**src/rtl/sprite_motion_ctrl.sv**
```systemverilog
// sprite_motion_ctrl: per-sprite motion engine.
// Fixed-point X/Y integration, gravity, jump, rope climb and horizontal screen clamp,
// organised around an AIR/GROUND/CLIMB state machine. State only advances on startOfFrame.
// Optional feature: define COYOTE_EN to allow a late jump for a few frames after
// walking off a block.
module sprite_motion_ctrl #(
  parameter int FRAC_BITS     = 6,
  parameter int INIT_X        = 280,
  parameter int INIT_Y        = 185,
  parameter int X_SPEED       = 200,
  parameter int GRAVITY       = 10,
  parameter int MAX_FALL      = 230,
  parameter int JUMP_SPEED    = 300,
  parameter int CLIMB_SPEED   = 100,
  parameter int X_MIN         = -9,
  parameter int X_MAX         = 570,
  parameter int COYOTE_FRAMES = 3
) (
  input  logic               clk,
  input  logic               resetN,
  input  logic               startOfFrame,
  input  logic               leftPressed,
  input  logic               rightPressed,
  input  logic               upPressed,
  input  logic               downPressed,
  input  logic               collision,
  input  logic               onRope,
  input  logic               onBlock,
  input  logic [3:0]         HitEdgeCode,
  output logic signed [10:0] topLeftX,
  output logic signed [10:0] topLeftY,
  output logic [1:0]         motionState,
  output logic signed [11:0] yVelocity
);

  localparam int FpOne = 2 ** FRAC_BITS;
  localparam logic signed [31:0] XMinFp   = 32'(X_MIN * FpOne);
  localparam logic signed [31:0] XMaxFp   = 32'(X_MAX * FpOne);
  localparam logic signed [31:0] FracMask = 32'(FpOne - 1);

  typedef enum logic [1:0] {
    StAir    = 2'b00,
    StGround = 2'b01,
    StClimb  = 2'b10,
    StBad    = 2'b11
  } motion_e;

  motion_e            stateQ, stateD;
  logic signed [31:0] xFpQ, xFpD;
  logic signed [31:0] yFpQ, yFpD;
  logic signed [31:0] ySpeedQ, ySpeedD;
  logic signed [31:0] xSpeed, xSum, xInt;
  logic signed [31:0] yAdv, yFall;
  logic               footing;
`ifdef COYOTE_EN
  logic [7:0]         coyoteQ, coyoteD;
`endif

  // Horizontal speed from keys, blocked by side collisions, then integrate and clamp.
  always_comb begin
    xSpeed = '0;
    if (rightPressed && !leftPressed) begin
      xSpeed = X_SPEED;
    end else if (leftPressed && !rightPressed) begin
      xSpeed = -X_SPEED;
    end
    if (collision && HitEdgeCode[1] && xSpeed > 0) xSpeed = '0;
    if (collision && HitEdgeCode[3] && xSpeed < 0) xSpeed = '0;
    xSum = xFpQ + xSpeed;
    xInt = xSum >>> FRAC_BITS;
    xFpD = xSum;
    if (xInt < X_MIN) begin
      xFpD = XMinFp;
    end else if (xInt > X_MAX) begin
      xFpD = XMaxFp;
    end
  end

  // Vertical integration uses the speed held before this frame; state/speed update follows.
  always_comb begin
    footing = onBlock && HitEdgeCode[0];
    yAdv    = yFpQ + ySpeedQ;
    yFall   = (ySpeedQ + GRAVITY > MAX_FALL) ? MAX_FALL : ySpeedQ + GRAVITY;
    stateD  = stateQ;
    ySpeedD = ySpeedQ;
    yFpD    = yAdv;
`ifdef COYOTE_EN
    coyoteD = '0;
`endif
    unique case (stateQ)
      StAir: begin
`ifdef COYOTE_EN
        coyoteD = (coyoteQ != 8'd0) ? coyoteQ - 8'd1 : 8'd0;
`endif
        if (footing && ySpeedQ >= 0) begin
          stateD  = StGround;
          ySpeedD = '0;
          yFpD    = yAdv & ~FracMask;
`ifdef COYOTE_EN
          coyoteD = '0;
        end else if (upPressed && coyoteQ != 8'd0) begin
          ySpeedD = -JUMP_SPEED;
          coyoteD = '0;
`endif
        end else if (onRope && (upPressed || downPressed)) begin
          stateD = StClimb;
        end else if (collision && HitEdgeCode[2] && ySpeedQ < 0) begin
          ySpeedD = '0;
        end else begin
          ySpeedD = yFall;
        end
      end
      StGround: begin
        ySpeedD = '0;
        if (upPressed) begin
          stateD  = StAir;
          ySpeedD = -JUMP_SPEED;
        end else if (onRope && downPressed) begin
          stateD = StClimb;
        end else if (!footing) begin
          stateD = StAir;
`ifdef COYOTE_EN
          coyoteD = 8'(COYOTE_FRAMES);
`endif
        end
      end
      StClimb: begin
        if (!onRope) begin
          stateD  = StAir;
          ySpeedD = '0;
        end else begin
          if (upPressed && !downPressed) begin
            ySpeedD = -CLIMB_SPEED;
          end else if (downPressed && !upPressed) begin
            ySpeedD = CLIMB_SPEED;
          end else begin
            ySpeedD = '0;
          end
          if (footing && downPressed) begin
            stateD  = StGround;
            ySpeedD = '0;
          end
        end
      end
      StBad: begin
        // Unreachable encoding: recover to AIR at rest.
        stateD  = StAir;
        ySpeedD = '0;
      end
    endcase
  end

  // Motion registers; only a startOfFrame cycle commits a new frame.
  always_ff @(posedge clk or negedge resetN) begin
    if (!resetN) begin
      xFpQ    <= 32'(INIT_X * FpOne);
      yFpQ    <= 32'(INIT_Y * FpOne);
      ySpeedQ <= '0;
      stateQ  <= StAir;
`ifdef COYOTE_EN
      coyoteQ <= '0;
`endif
    end else if (startOfFrame) begin
      xFpQ    <= xFpD;
      yFpQ    <= yFpD;
      ySpeedQ <= ySpeedD;
      stateQ  <= stateD;
`ifdef COYOTE_EN
      coyoteQ <= coyoteD;
`endif
    end
  end

  // Integer pixel position is the floor of the fixed-point value.
  assign topLeftX    = xFpQ[FRAC_BITS +: 11];
  assign topLeftY    = yFpQ[FRAC_BITS +: 11];
  assign motionState = stateQ;
  assign yVelocity   = ySpeedQ[11:0];

endmodule
```
**config.mk**
```make
export PLATFORM = sky130hd
export DESIGN_NAME = sprite_motion_ctrl
export DESIGN_NICKNAME = d
export VERILOG_FILES = /design/src/rtl/sprite_motion_ctrl.sv
export SDC_FILE = /design/constraint.sdc
export NUM_CORES = 1
export LEC_CHECK = 0
export ABC_CLOCK_PERIOD_IN_PS = 7130
export CORE_MARGIN = 2
export CORE_UTILIZATION = 35
export CTS_CLUSTER_SIZE = 28
export DETAILED_ROUTE_END_ITERATION = 10
export REMOVE_ABC_BUFFERS = 1
export SYNTH_ARGS = -nofsm -noshare
export SYNTH_HDL_FRONTEND = slang
export SYNTH_SLANG_ARGS = --single-unit
```
**constraint.sdc**
```tcl
create_clock -name clk -period 7.13 [get_ports clk]
set_clock_uncertainty 0.2 [all_clocks]
set_input_delay 0.713 -clock clk [delete_from_list [all_inputs] [get_ports clk]]
set_output_delay 0.713 -clock clk [all_outputs]
set_load 0.05 [all_outputs]
```
Yosys cells after proc, flatten, opt, wreduce, memory -nomap -nowiden
Cells that the tools add are included.

word-level totals
  register bits after elaboration = 98
  input port bits = 14
  output and inout bits = 36
  word-level logic and storage cells = 70

operators by class
  add/subtract/negate cells = 3
  $lt $le $gt $ge = 7
  equality and inequality tests = 7
  mux-type cells = 26
  reductions and logical operators = 23

operators with widths
  cell                                                                            number
  32-bit two-way mux                                                              14
  32-bit case mux with 4 select lines                                             1
  32-bit adder                                                                    2
  32-bit by 1-bit less-than comparator with 1-bit output (second input constant)  2
  32-bit by 5-bit adder with 32-bit output (second input constant)                1
  32-bit by 1-bit >= comparator with 1-bit output (second input constant)         1
  32-bit by 1-bit > comparator with 1-bit output (second input constant)          1
  32-bit by 9-bit > comparator with 1-bit output (second input constant)          1
  26-bit by 11-bit > comparator with 1-bit output (second input constant)         1
  26-bit by 5-bit less-than comparator with 1-bit output (second input constant)  1
  1-bit logical AND                                                               15
  2-bit two-way mux                                                               7
  6-bit two-way mux                                                               2
  3-bit inequality test (second input constant)                                   3
  2-bit case mux with 4 select lines                                              1
  7-bit two-way mux                                                               1
  2-bit == test (second input constant)                                           2
  1-bit logical NOT                                                               4
  4-bit inequality test (second input constant)                                   1
  4-bit AND reduction                                                             1
  2-bit by 1-bit == test with 1-bit output (second input constant)                1
  2-bit logical NOT                                                               1
  2-bit AND reduction                                                             1
  1-bit logical OR                                                                1

Longest topological paths before layout
Gate-level depths: netlist of run 1.

  word-level depth = 14
  depth in mapped cells = 15
  depth with buffers taken out = 15

Least setup slack after synthesis of run 1
No wires, ideal clock.

  path type = input to register
  from = input HitEdgeCode[3]
  to = register xFpQ[10]
  library setup time = 0.082 ns
  data arrival time = 4.558 ns
  required time = 6.848 ns
  slack = 2.290 ns
  cell stages on the path = 15
  path buffers = 0
  cells stage by stage = nand2_1 -> and3_1 -> or2_2 -> ha_1 -> fa_1 -> a21o_1 -> a221o_1 -> a31oi_1 -> o211ai_1 -> nand3_1 -> nand3_1 -> a2111o_1 -> nor4_4 -> a211oi_2 -> a211o_1

on the way
  word-level cells in the longest chain between the ends = 7
  elaborated cells between the ends (all ways) = 8
  classes of those cells = 1 x add/sub; 2 x order compare; 3 x mux; 2 x reduce/logical

RTL lines
  item                                             RTL line  source
  start: declaration                               29        input logic [3:0] HitEdgeCode,
  1-bit logical AND * (2 in series)                68        if (collision && HitEdgeCode[3] && xSpeed < 0) xSpeed = '0;
  32-bit two-way mux *                             68
  32-bit adder *                                   69        xSum = xFpQ + xSpeed;
  26-bit by 11-bit > comparator with 1-bit output  74        end else if (xInt > X_MAX) begin
  32-bit two-way mux                               74
  32-bit two-way mux *                             72        if (xInt < X_MIN) begin
  end signal: assignment                           156       xFpQ <= 32'(INIT_X * FpOne);
  end signal: assignment                           164       xFpQ <= xFpD;
  end: declaration                                 49        logic signed [31:0] xFpQ, xFpD;

Every way passes the cells marked *; elsewhere a longest branch is shown, timed or not.
A chain may end at the register's enable or synchronous reset.

Worst setup path after layout of run 1
  from = input collision
  to = register xFpQ[10]

on the way
  word-level cells in the longest chain between the ends = 10
  elaborated cells between the ends (all ways) = 12
  classes of those cells = 1 x add/sub; 3 x order compare; 4 x mux; 4 x reduce/logical

RTL lines
  item                                                    RTL line  source
  start: declaration                                      26        input logic collision,
  1-bit logical AND (2 in series)                         67        if (collision && HitEdgeCode[1] && xSpeed > 0) xSpeed = '0;
  32-bit two-way mux                                      67
  32-bit by 1-bit less-than comparator with 1-bit output  68
  1-bit logical AND                                       68
  32-bit two-way mux *                                    68
  32-bit adder *                                          69
  26-bit by 11-bit > comparator with 1-bit output         74
  32-bit two-way mux                                      74
  32-bit two-way mux *                                    72

Marks and branches as above.

==> qor.csv, run 1 <==
metric;value;unit
cap_violations;0;
synth_top_cell_by_area;dfrtp_1;
cts_buffers;9;
rsz0062_at_grt;no;
grt_pass1_vias;5872;
min_period;5.378;ns
seq_area_frac_synth;27.82;%
synth_edf_count;0;
hold_viol_final;0;
cts_max_level;3;
synth_top_cell_area_share;24.84;%
placed_cells_incl_taps;1101;
dp_worst_setup_slack;1.419;ns
startpoint;collision;
reg2reg_from;xFpQ[8];
antenna_left;0;
ys.flop_type;dfrtp_1;
cts.sink_count;78;
tns;0;ns
clk_path_buf_depth;2;
io_pins;50;
postCtsSetupBuffers;0;
cts_tree;yes;
core_area;19590;um2
yosys.cell_types.count;81;
worstPathArrival;5.45;ns
syn-instance-count;856;
hpwl;13590;um
grt_pass1_wl;30550;um
max_freq;186.0;MHz
cts.clk_slew.worst_paths;0.06;ns
worst_slack;1.752;ns
antenna_found_initial;1;
die-area;21300;um2
leakage;3.245;nW
reg2regPathDepth;11;
cts_hold_buf;0;
die_h;145.9;um
first_pass_iters;5;
fill_cells;2001;
post_cts_resized;0;
portBuffers;48;
drc;0;
synthArstFlopShare;100.0;%
stdcell_count;1117;
ctsRootBufferMaster;clkbuf_16;
wire_per_inst;16.63;um
status;finished, final reports clean;
drt_iter0_drc;315;
routed_wl;18580;um
start_util;36.00;%
r2r_end;xFpQ[10];
syn_avg_cell_area;8.238;um2
hold_class;primary input to async pin;
critPathMaxFanout;17;
drv_slew;0;
synth_area_leaders;dfrtp_1, ha_1, a21oi_1, nor2_1, buf_4;
dieWidth;145.9;um
critPathRequiredTime;7.20;ns
areaGrowthSynthToFinish;10.50;%
dr_total_vias;6282;
fin_nets;909;
relSlewSlack;20.90;%
reg2reg_setup_slack;3.02;ns
yosysWarnings;0;
cp-end-kind;flip-flop;
worst_slew_pin_slew;1.182;ns
peakVddDrop;0.0003038;V
final_layout_size_suffix_gt1_share;7.277;%
syn_area;7052;um2
synth_commonest_cells;nor2_1, dfrtp_1, a21oi_1;
post-route-period-util;75.42;%
avgViaCountPerCell;5.624;
clk_latency;0.34;ns
diodes;0;
yosys_register_bits;78;
power_per_cell_area;488.2;nW/um2
grt_util_all_layers;17.31;%
critPathKind;primary input to flip-flop;
rows;51;
critPathLaunchType;primary input;
finalSetupViolCount;0;
grt_max_degree;52;
grt_overflow;0;
gp_congestion;0.8556;
endpoint;xFpQ[10];
yosysMostFrequentCell;nor2_1;
stage by stage:
step	hold slack, ns	total power (W)	util, %	instance area [um2]
after floorplan	0.2174	0.002671	-	6621
after global placement	0.2672	0.003301	38.22	7487
after detailed placement	0.2658	0.003319	38.22	7487
after CTS	0.09829	0.003820	39.78	7792
after global routing	0.1247	0.004115	39.78	7792
final	0.08580	0.003805	39.78	7792
area by class of cell:
| class | instances | area (um2) | area share, % |
|---|---|---|---|
| Timing Repair Buffer | 55 | 525.5 | 6.744 |
| Inverter | 29 | 108.9 | 1.397 |
| Sequential cell | 78 | 1962 | 25.18 |
| Clock buffer | 13 | 260.3 | 3.340 |
| Tap cell | 265 | 331.6 | 4.255 |
| Clock inverter | 3 | 45.04 | 0.5780 |
| Multi-Input combinational cell | 674 | 4559 | 58.51 |
cells by family (layout without fill, tap and decap cells):
logic type / after synthesis / in the layout / share of synthesized area (%)
AOI/OAI and AO/OA: 283 / 283 / 27.47
xor gates and xnor gates: 43 / 43 / 5.341
adders and majority gates: 48 / 48 / 8.623
buffers and inverters: 104 / 100 / 7.647
DFF: 78 / 78 / 27.82
muxes: 19 / 19 / 2.874
other: 1 / 1 / 0.05318
and+or+nand+nor: 280 / 280 / 20.17
layout by cell type (no fill, tap or decap), types with 6 or more instances in the layout:
cell type and count:
or3_1 9, xor2_1 12, o21a_1 25, a21oi_1 69
ha_1 47, and2_1 8, nand4_1 18, a31oi_1 8
mux2i_1 9, a311oi_1 10, o2bb2ai_1 9, xnor2_1 31
nand2b_1 8, o21ai_0 40, nand3_1 21, mux2_2 9
a211oi_1 14, and3_1 16, inv_1 28, dfstp_2 8
o21bai_1 6, dfrtp_1 70, buf_4 8, nor2_1 83
nor2b_1 9, clkdlybuf4s50_1 46, clkbuf_16 9, a21o_1 29
nor4_1 7, nand2_1 61, nor3_1 13, o22ai_1 11
flip-flops by register name (all words and copies together), names as in the netlist:
signal	cells
motionState	2
ySpeedQ	31
xFpQ	29
yFpQ	16
power breakdown:
| group | internal (W) | switching, W | leakage, nW |
|---|---|---|---|
| clock | 0.000291 | 0.000185 | 0.142 |
| combinational | 0.000958 | 0.00140 | 2.18 |
| sequential | 0.000668 | 0.000306 | 0.919 |
worst max-delay path, cell delays in order:
cell             delay, ns
clkdlybuf4s50_1       0.55
nand2_1               0.06
and3_1                0.41
or2_2                 0.38
ha_1                  0.22
fa_1                  0.43
a21o_1                0.26
a221o_1               0.36
a31oi_1               0.34
o211ai_1              0.14
nand3_1               0.14
nand3_1               0.09
a2111o_1              0.45
nor4_4                0.47
a211oi_2              0.16
a211o_1               0.29
routing by layer:
metal | wire, um | part of all wire [%] | GRT usage (%) | up-vias
met1 | 8899 | 48 | 23.31 | 3011
met5 | 0 | 0 | 0 | -
li1 | - | - | - | 3132
met4 | 435 | 2.3 | 6.618 | 0
met3 | 622 | 3.3 | 2.194 | 27
met2 | 8618 | 46 | 28.33 | 112
worst min path at each step:
stage | startpoint | slack [ns] | depth (start not counted) | end
CTS | resetN | 0.1 | 1 | ySpeedQ[27]
global route | resetN | 0.12 | 1 | ySpeedQ[26]
detailed placement | yFpQ[16] | 0.27 | 1 | yFpQ[16]
finish | resetN | 0.09 | 1 | ySpeedQ[27]
floorplan | resetN | 0.22 | 0 | motionState[0]
global placement | yFpQ[16] | 0.27 | 1 | yFpQ[16]
Note: power is estimated with default switching activity, not from simulation.
==> inputs of run 2 (changes only) <==
--- a/config.mk
+++ b/config.mk
@@ -5,7 +5,7 @@
 export SDC_FILE = /design/constraint.sdc
 export NUM_CORES = 1
 export LEC_CHECK = 0
-export ABC_CLOCK_PERIOD_IN_PS = 7130
+export ABC_CLOCK_PERIOD_IN_PS = 4400
 export CORE_MARGIN = 2
 export CORE_UTILIZATION = 35
 export CTS_CLUSTER_SIZE = 28
==> constraint.sdc (replaced) <==
create_clock -name clk -period 4.4 [get_ports clk]
set_clock_uncertainty 0.2 [all_clocks]
set_input_delay 0.44 -clock clk [delete_from_list [all_inputs] [get_ports clk]]
set_output_delay 0.44 -clock clk [all_outputs]
set_load 0.05 [all_outputs]
==> qor.csv, run 2 (synthesized netlist as in run 1, its figures left out) <==
metric;value;unit
status;finished, final reports clean;
cap_violations;0;
hold_viol_final;0;
antenna_left;0;
grt_pass1_wl;32560;um
core_area;19590;um2
critPathLaunchType;primary input;
power;0.006702;W
min_period;4.219;ns
first_pass_iters;7;
areaGrowthSynthToFinish;23.33;%
worstPathArrival;4.28;ns
grt_util_all_layers;18.37;%
rows;51;
cts_max_level;3;
dp_worst_setup_slack;-0.5442;ns
largest_reg_flops;31;
wire_per_inst;15.90;um
multi_input_area;4707;um2
diodes;0;
cp-end-kind;flip-flop;
fin_nets;1011;
critPathMaxFanout;7;
fill_cells;1968;
peakVddDrop;0.0004287;V
final_cell_mix;buf_4, nor2_1, dfrtp_1, a21oi_1, nand2_1;
drc;0;
ctsRootBufferMaster;clkbuf_16;
worst_slack;0.1806;ns
drv_slew;0;
seqCellArea;1962;um2
final_layout_size_suffix_gt1_share;19.50;%
grt_overflow;0;
leakage;3.776;nW
critPathKind;primary input to flip-flop;
avgViaCountPerCell;5.491;
cts.sink_count;78;
grt_max_degree;79;
placed_cells_incl_taps;1200;
io_pins;50;
power_per_cell_area;770.6;nW/um2
grt_pass1_vias;6361;
antenna_found_initial;0;
critPathRequiredTime;4.46;ns
cts_tree;yes;
clk_latency;0.34;ns
relSlewSlack;32.23;%
max_freq;237.0;MHz
hpwl;14350;um
hold_class;primary input to async pin;
reg_top3;ySpeedQ (31), xFpQ (29), yFpQ (16);
post-route-period-util;95.90;%
start_util;36.00;%
cts.clk_slew.worst_paths;0.07;ns
die_h;145.9;um
routed_wl;19380;um
dr_total_vias;6694;
worst_slew_pin_slew;1.016;ns
dieWidth;145.9;um
drt_iter0_drc;319;
gp_congestion;0.8940;
die-area;21300;um2
layout_commonest_cell;buf_4;
finalSetupViolCount;0;
stdcell_count;1219;
portBuffers;48;
regMostFlops;ySpeedQ;
clk_path_buf_depth;2;
cts_buffers;9;
## run 2: cell count changes in the layout (fill, tap and decap cells not counted), moves of 3 or more
cell and delta:
ha_1 -4, a221oi_2 +3, a221oi_1 -3, clkinv_4 +3, clkdlybuf4s50_1 -3, a21oi_2 +3, buf_4 +100, a21oi_1 -3
ha_4 +4
## run 2: area by class of cell
cell class / count / area share, %
inverters: 29 / 1.252
well taps: 265 / 3.812
clock inverters: 6 / 0.5467
flip-flops and latches: 78 / 22.56
repair buffers: 157 / 15.08
multi-input cells: 674 / 54.12
clock buffers: 10 / 2.633
## run 2: report_power, final
part	leakage [nW]	internal, W	switching [W]
registers	0.919	0.00108	0.000434
clock network	0.138	0.000387	0.000312
logic	2.72	0.00201	0.00248
## run 2: path summary, 6_finish.rpt
check	slack, ns	endpoint	start	cells after the start
min	0.06	ySpeedQ[14]	resetN	1
min reg2reg	0.28	xFpQ[29]	xFpQ[29]	1
max in group asynchronous	3.27	ySpeedQ[8]	resetN	1
max	0.18	xFpQ[10]	leftPressed	17
min in group clk	0.28	xFpQ[29]	xFpQ[29]	1
max reg2reg	0.51	ySpeedQ[23]	ySpeedQ[9]	11
## run 2: worst max-delay path, stage by stage
cell	delay, ns
clkdlybuf4s50_1	0.44
and3_4	0.17
or2_4	0.25
ha_4	0.17
fa_2	0.39
a21o_1	0.22
buf_4	0.15
a311o_1	0.35
nand2_1	0.10
xnor2_2	0.08
a41oi_2	0.18
nand3_1	0.10
a2111o_1	0.42
nor4_4	0.32
buf_4	0.18
a211oi_4	0.05
a211o_1	0.26
## run 2: through the flow
step / TNS, ns / hold slack [ns] / cell area (um2) / utilization, %
finish: 0 / 0.05962 / 8697 / 44.40
global route: -0.01684 / 0.1640 / 8697 / 44.40
CTS: 0 / 0.1273 / 8608 / 43.94
detailed placement: -7.426 / 0.2741 / 8243 / 42.08
global placement: -6.863 / 0.2647 / 8243 / 42.08
floorplan: -0.7786 / -0.05559 / 6621 / -
## run 2: per-layer routing
metal,vias up,share of wire (%),routed length [um],track usage (%)
met3,19,3.6,699,1.912
li1,3330,-,-,-
met5,-,0,0,0
met2,136,46,8915,30.28
met4,0,1.6,301,5.098
met1,3209,49,9465,25.59
## run 2: what timing repair did
action	CTS	global route
resized for setup	13	19
hold buffers	0	0
endpoints found under the setup margin	13	13
pin swaps	8	17
setup buffers	1	2
